## src/rtl/fc_pkg.sv

```systemverilog
// Shared definitions for the fully-connected classifier tail.
package fc_pkg;

  localparam int unsigned FC_DATA_W      = 16;
  localparam int unsigned FC_NUM_CLASSES = 10;
  localparam int unsigned FC_IDX_W       = 4;

  typedef logic signed [FC_DATA_W-1:0] logit_t;

  typedef enum logic [1:0] {
    ACCUM = 2'd0,
    DRAIN = 2'd1,
    EMIT  = 2'd2
  } argmax_state_t;

endpackage

```

## src/rtl/fc_logit_buf.sv

```systemverilog
// Per-frame logit register file: one write port, one registered read port.
module fc_logit_buf
  import fc_pkg::*;
#(
  parameter int unsigned NUM_CLASSES = FC_NUM_CLASSES,
  parameter int unsigned DATA_W      = FC_DATA_W,
  parameter int unsigned IDX_W       = FC_IDX_W
) (
  input  logic              clk,
  input  logic              reset,
  input  logic              wr_en,
  input  logic [IDX_W-1:0]  wr_addr,
  input  logic [DATA_W-1:0] wr_data,
  input  logic [IDX_W-1:0]  rd_addr,
  output logic [DATA_W-1:0] rd_data
);

  logic [DATA_W-1:0] mem_q [NUM_CLASSES];
  logic [DATA_W-1:0] rd_data_d;
  logic [DATA_W-1:0] rd_data_q;

  // Storage is deliberately not reset so a frame survives for host readback.
  always_ff @(posedge clk) begin
    if (wr_en && (wr_addr < IDX_W'(NUM_CLASSES))) begin
      mem_q[wr_addr] <= wr_data;
    end
  end

  always_comb begin
    rd_data_d = '0;
    if (rd_addr < IDX_W'(NUM_CLASSES)) begin
      rd_data_d = mem_q[rd_addr];
    end
  end

  always_ff @(posedge clk) begin
    if (reset) begin
      rd_data_q <= '0;
    end else begin
      rd_data_q <= rd_data_d;
    end
  end

  assign rd_data = rd_data_q;

endmodule

```

## src/rtl/fc_argmax_classifier.sv

```systemverilog
// Streaming argmax over one frame of FC2 logits with a debug readback buffer.
module fc_argmax_classifier
  import fc_pkg::*;
#(
  parameter int unsigned NUM_CLASSES = FC_NUM_CLASSES,
  parameter int unsigned DATA_W      = FC_DATA_W,
  parameter int unsigned IDX_W       = FC_IDX_W
) (
  input  logic              clk,
  input  logic              reset,
  input  logic              in_valid,
  output logic              in_ready,
  input  logic [DATA_W-1:0] in_data,
  input  logic              in_last,
  output logic              out_valid,
  input  logic              out_ready,
  output logic [IDX_W-1:0]  out_class,
  output logic [DATA_W-1:0] out_score,
  output logic              out_err,
  input  logic [IDX_W-1:0]  rd_addr,
  output logic [DATA_W-1:0] rd_data
);

  argmax_state_t            state_q, state_d;
  logic [IDX_W-1:0]         cnt_q, cnt_d;
  logic signed [DATA_W-1:0] max_q, max_d;
  logic [IDX_W-1:0]         idx_q, idx_d;
  logic                     err_q, err_d;
  logic                     out_valid_q, out_valid_d;
  logic                     in_ready_q, in_ready_d;

  logic                     accept;
  logic                     buf_we;
  logic [IDX_W-1:0]         cnt_inc;

  assign accept  = in_valid && in_ready_q;
  assign cnt_inc = cnt_q + IDX_W'(1);

  // Next-state, running max and handshake control.
  always_comb begin
    state_d     = state_q;
    cnt_d       = cnt_q;
    max_d       = max_q;
    idx_d       = idx_q;
    err_d       = err_q;
    out_valid_d = out_valid_q;
    in_ready_d  = in_ready_q;
    buf_we      = 1'b0;

    case (state_q)
      ACCUM: begin
        if (accept) begin
          buf_we = 1'b1;
          cnt_d  = cnt_inc;
          // Strict greater-than keeps the lowest index on ties.
          if ((cnt_q == '0) || ($signed(in_data) > max_q)) begin
            max_d = $signed(in_data);
            idx_d = cnt_q;
          end
          if (in_last) begin
            state_d     = EMIT;
            err_d       = (cnt_inc != IDX_W'(NUM_CLASSES));
            out_valid_d = 1'b1;
            in_ready_d  = 1'b0;
          end else if (cnt_inc == IDX_W'(NUM_CLASSES)) begin
            state_d = DRAIN;
            err_d   = 1'b1;
          end
        end
      end
      DRAIN: begin
        if (accept && in_last) begin
          state_d     = EMIT;
          out_valid_d = 1'b1;
          in_ready_d  = 1'b0;
        end
      end
      EMIT: begin
        if (out_ready) begin
          state_d     = ACCUM;
          cnt_d       = '0;
          out_valid_d = 1'b0;
          in_ready_d  = 1'b1;
        end
      end
      default: begin
        state_d     = ACCUM;
        cnt_d       = '0;
        out_valid_d = 1'b0;
        in_ready_d  = 1'b1;
      end
    endcase
  end

  always_ff @(posedge clk) begin
    if (reset) begin
      state_q     <= ACCUM;
      cnt_q       <= '0;
      max_q       <= '0;
      idx_q       <= '0;
      err_q       <= 1'b0;
      out_valid_q <= 1'b0;
      in_ready_q  <= 1'b1;
    end else begin
      state_q     <= state_d;
      cnt_q       <= cnt_d;
      max_q       <= max_d;
      idx_q       <= idx_d;
      err_q       <= err_d;
      out_valid_q <= out_valid_d;
      in_ready_q  <= in_ready_d;
    end
  end

  fc_logit_buf #(
    .NUM_CLASSES (NUM_CLASSES),
    .DATA_W      (DATA_W),
    .IDX_W       (IDX_W)
  ) u_logit_buf (
    .clk     (clk),
    .reset   (reset),
    .wr_en   (buf_we),
    .wr_addr (cnt_q),
    .wr_data (in_data),
    .rd_addr (rd_addr),
    .rd_data (rd_data)
  );

  assign in_ready  = in_ready_q;
  assign out_valid = out_valid_q;
  assign out_class = idx_q;
  assign out_score = max_q;
  assign out_err   = err_q;

endmodule

```

## config.mk

```make
export PLATFORM = sky130hd
export DESIGN_NAME = fc_argmax_classifier
export DESIGN_NICKNAME = d
export VERILOG_FILES = /design/src/rtl/fc_pkg.sv /design/src/rtl/fc_logit_buf.sv /design/src/rtl/fc_argmax_classifier.sv
export SDC_FILE = /design/constraint.sdc
export NUM_CORES = 1
export LEC_CHECK = 0
export ABC_AREA = 1
export CORE_ASPECT_RATIO = 0.8
export CORE_MARGIN = 2
export CORE_UTILIZATION = 30
export CTS_CLUSTER_SIZE = 12
export DETAILED_ROUTE_END_ITERATION = 10
export GPL_TIMING_DRIVEN = 0
export PLACE_DENSITY = 0.44
export SLEW_MARGIN = 30
export SYNTH_ARGS = -nofsm -noshare
export SYNTH_HDL_FRONTEND = slang
export SYNTH_HIERARCHICAL = 1
export SYNTH_SLANG_ARGS = --single-unit
```

## constraint.sdc

```tcl
create_clock -name clk -period 4.54 [get_ports clk]
set_clock_uncertainty 0.2 [all_clocks]
set_input_delay 0.908 -clock clk [delete_from_list [all_inputs] [get_ports clk]]
set_output_delay 0.908 -clock clk [all_outputs]
set_load 0.01 [all_outputs]
```

==> metrics <==
status=finished, final reports clean; largest net degree at the start of global routing=17; Final period util=74.7%; Fin Hold WS=between 0.2 and 0.3 ns; # clock sinks=205; # resized after CTS=0; maximum clock path buffer count=3; global-route wire length before repair=35800 µm; placer congestion estimate=0.756; Slew Limit Fails=0; Worst Setup End Kind=flop; Worst slew margin=50.6%; gr ovfl total=0; Initial Util=30.2%; Vert. Die Dim=160 µm; post-route minimum period=3.39 ns; leakage power=4.54 nW; DRC viols=0; Post-synth EDFFs=160; min-delay worst type=flop to flop; vias in the first global route=5882; core area=30200 µm²; DRT iter0 DRCs=330; Routed WL per cell=16.2 µm; share of cells above drive strength 1=12.8%; chip width=between 150 and 200 µm; worst vdd rail ir drop=0.223 mV; RSZ-0062 raised after global routing=no; std cell rows=57; H-Tree Level Count=1; Synth area leaders=edfxtp_1 (53%), dfxtp_1 (9.9%), nand2_1 (8.3%); mapped cell area=9120 µm²; Synth Instances=918; Sw Pwr=0.00117 W; reg2reg setup slack=1.56 ns; initial antenna violation count=0; sequential fraction of the synthesis area=62.5%; arrival time at the worst endpoint=3.42 ns; top post-synthesis cells by count=nand2_1 (201), edfxtp_1 (160), inv_1 (138); post-synth cell types=37; Post-CTS Setup Inserts=0; worst setup path start=in_valid; PortBufs=60; Layout Nets=1063; Via Count=6273; FFs w/ async S/R, synth=0%; Worst EP required=4.57 ns; Comb power frac=between 10 and 15%; Sw Share=between 20% and 30%; f_max=0.295 GHz; Max Cap Violations=0; Yosys top cell area share=52.7%; measured slew at the worst slew-check pin=0.735 ns; Synth Area per Inst=9.94 µm²; antenna-violating nets left=0; Multi-input gate area=2610 µm²; CP startpoint kind=input port; final setup vio count=0; Final Hold Violating Endpoints=0; Worst R2R End=u_logit_buf/mem_q[3][3]; Via density=4.33; top_reg_cell synth=edfxtp_1; Clock power frac=41.0%; Layout fillers=3025; Placed Area=10400 µm²; critical path peak fanout=10; Top Ports=64; Tot GR Track Use=14.9%; Power Dens Cells=416 nW/µm²; Post-Layout Inst Area=~11000 µm²; Yosys warnings=6; sequential group share of total power=46.1%; area leader, netlist=edfxtp_1; Internal=about 0.0035 W; Die Footprint=31800 µm²; FF-to-FF path depth=9; synth-to-layout area growth=22.5%; clk root buf=clkbuf_16; DP Wirelength=16100 µm; syn nets=962; WL final=between 20000 and 25000 µm; Synth Register Bits=between 200 and 250; Post-CTS Hold Buffers=0; Num CTS Buffers=24; Worst Path Class, Setup=input port to flop; Clock Latency Late Sink=0.52 ns; top-count cell post-synth=nand2_1; Reg clk slew, reported paths=approximately 0.060 ns; FF/Latch Area=roughly 5700 µm²; Critical Path Sink=u_logit_buf/mem_q[3][3]; First-pass DRT Iterations=4; worst r2r src=state_q[1]; ant diodes=0; CTS tree=done
## registers in the layout (all words and copies together) (netlist names)
name and cells:
u_logit_buf/mem_q 160, cnt_q 4, u_logit_buf/rd_data 16, in_ready 1
out_err 1, out_valid 1, out_score 16, state_q 2
out_class 4
## kinds of logic after synthesis
kind of cell	share of synthesized area (%)
compound gates	4.86
xor+xnor	0.192
fa+ha+maj	2.61
buf+inv	9.46
flops	62.5
simple gates	20.3
## stage by stage
step	cells	util, %	power, W	worst slack, ns	TNS, ns
5_1_grt	1450	37.0	0.00484	0.948	0
4_1_cts	1450	37.0	0.00472	1.13	0
3_3_place_gp	1391	33.9	0.00278	-1.56	-71.09
3_5_place_dp	1406	34.5	0.00279	0.584	0
2_1_floorplan	918	-	0.00253	0.828	0
6_report	1450	37.0	0.00465	1.15	0
## worst max-delay path, stage by stage
cell and delay, ns:
clkdlybuf4s50_1 0.45, nand2_1 0.11, nor2_4 0.27, clkbuf_8 0.24, nand2_1 0.18, nor4_2 0.59
buf_4 0.27, buf_2 0.21, buf_2 0.18
## cell usage in the layout (no fill, tap or decap), types with 2 or more instances in the layout
master	synthesis	layout
nand2_2	12	12
a21oi_2	15	15
buf_2	13	23
clkinv_1	1	5
a211oi_1	2	2
nor2_4	3	6
nor4_2	0	4
dfxtp_1	45	45
inv_4	2	2
nor2_2	1	4
clkbuf_1	4	9
o21ai_0	21	21
buf_4	7	9
clkinv_2	0	5
bufinv_16	0	2
nor2_1	114	108
edfxtp_1	160	160
a21oi_1	33	33
buf_6	11	12
buf_8	1	3
nor3_1	2	2
buf_12	2	2
nand4_1	3	3
clkbuf_16	0	25
ha_1	19	19
clkdlybuf4s50_1	0	60
clkbuf_8	1	2
inv_1	138	138
nand2_1	201	201
nand3_1	92	92
## worst min path at each step
stage          slack, ns      endpoint         start  cells past startpoint
2_1_floorplan       0.29      cnt_q[1]      cnt_q[1]                      2
3_3_place_gp        0.28  out_class[3]  out_class[3]                      2
3_5_place_dp        0.28  out_class[3]  out_class[3]                      2
4_1_cts             0.29  out_class[3]  out_class[3]                      2
5_1_grt             0.33  out_class[3]  out_class[3]                      2
6_report            0.28  out_class[3]  out_class[3]                      2
## metal layers
metal	up-vias	wire [µm]	GRT usage, %
met5	-	0	0
met4	0	531	3.49
met3	34	885	2.43
met2	113	9710	21.4
met1	2953	12300	23.2
li1	3173	-	-
## final cells by class
cell class | instances | share of cell area, %
Clock inverter | 13 | 1.04
Timing Repair Buffer | 75 | 6.33
Buffer | 40 | 2.94
Multi-Input combinational cell | 532 | 23.3
Sequential cell | 205 | 51.1
Tap cell | 413 | 4.62
Clock buffer | 31 | 5.89
Inverter | 141 | 4.78
## power by group through the flow
stage | Sequential (W) | Clock [W] | Combinational (W)
after CTS | 0.00214 | 0.00197 | 0.000609
final | 0.00214 | 0.00191 | 0.000598
after floorplan | 0.00219 | 0 | 0.000340
after detailed placement | 0.00218 | 0 | 0.000605
after global placement | 0.00218 | 0 | 0.000592
after global routing | 0.00215 | 0.00202 | 0.000672
Note: power is estimated with default switching activity, not from simulation.
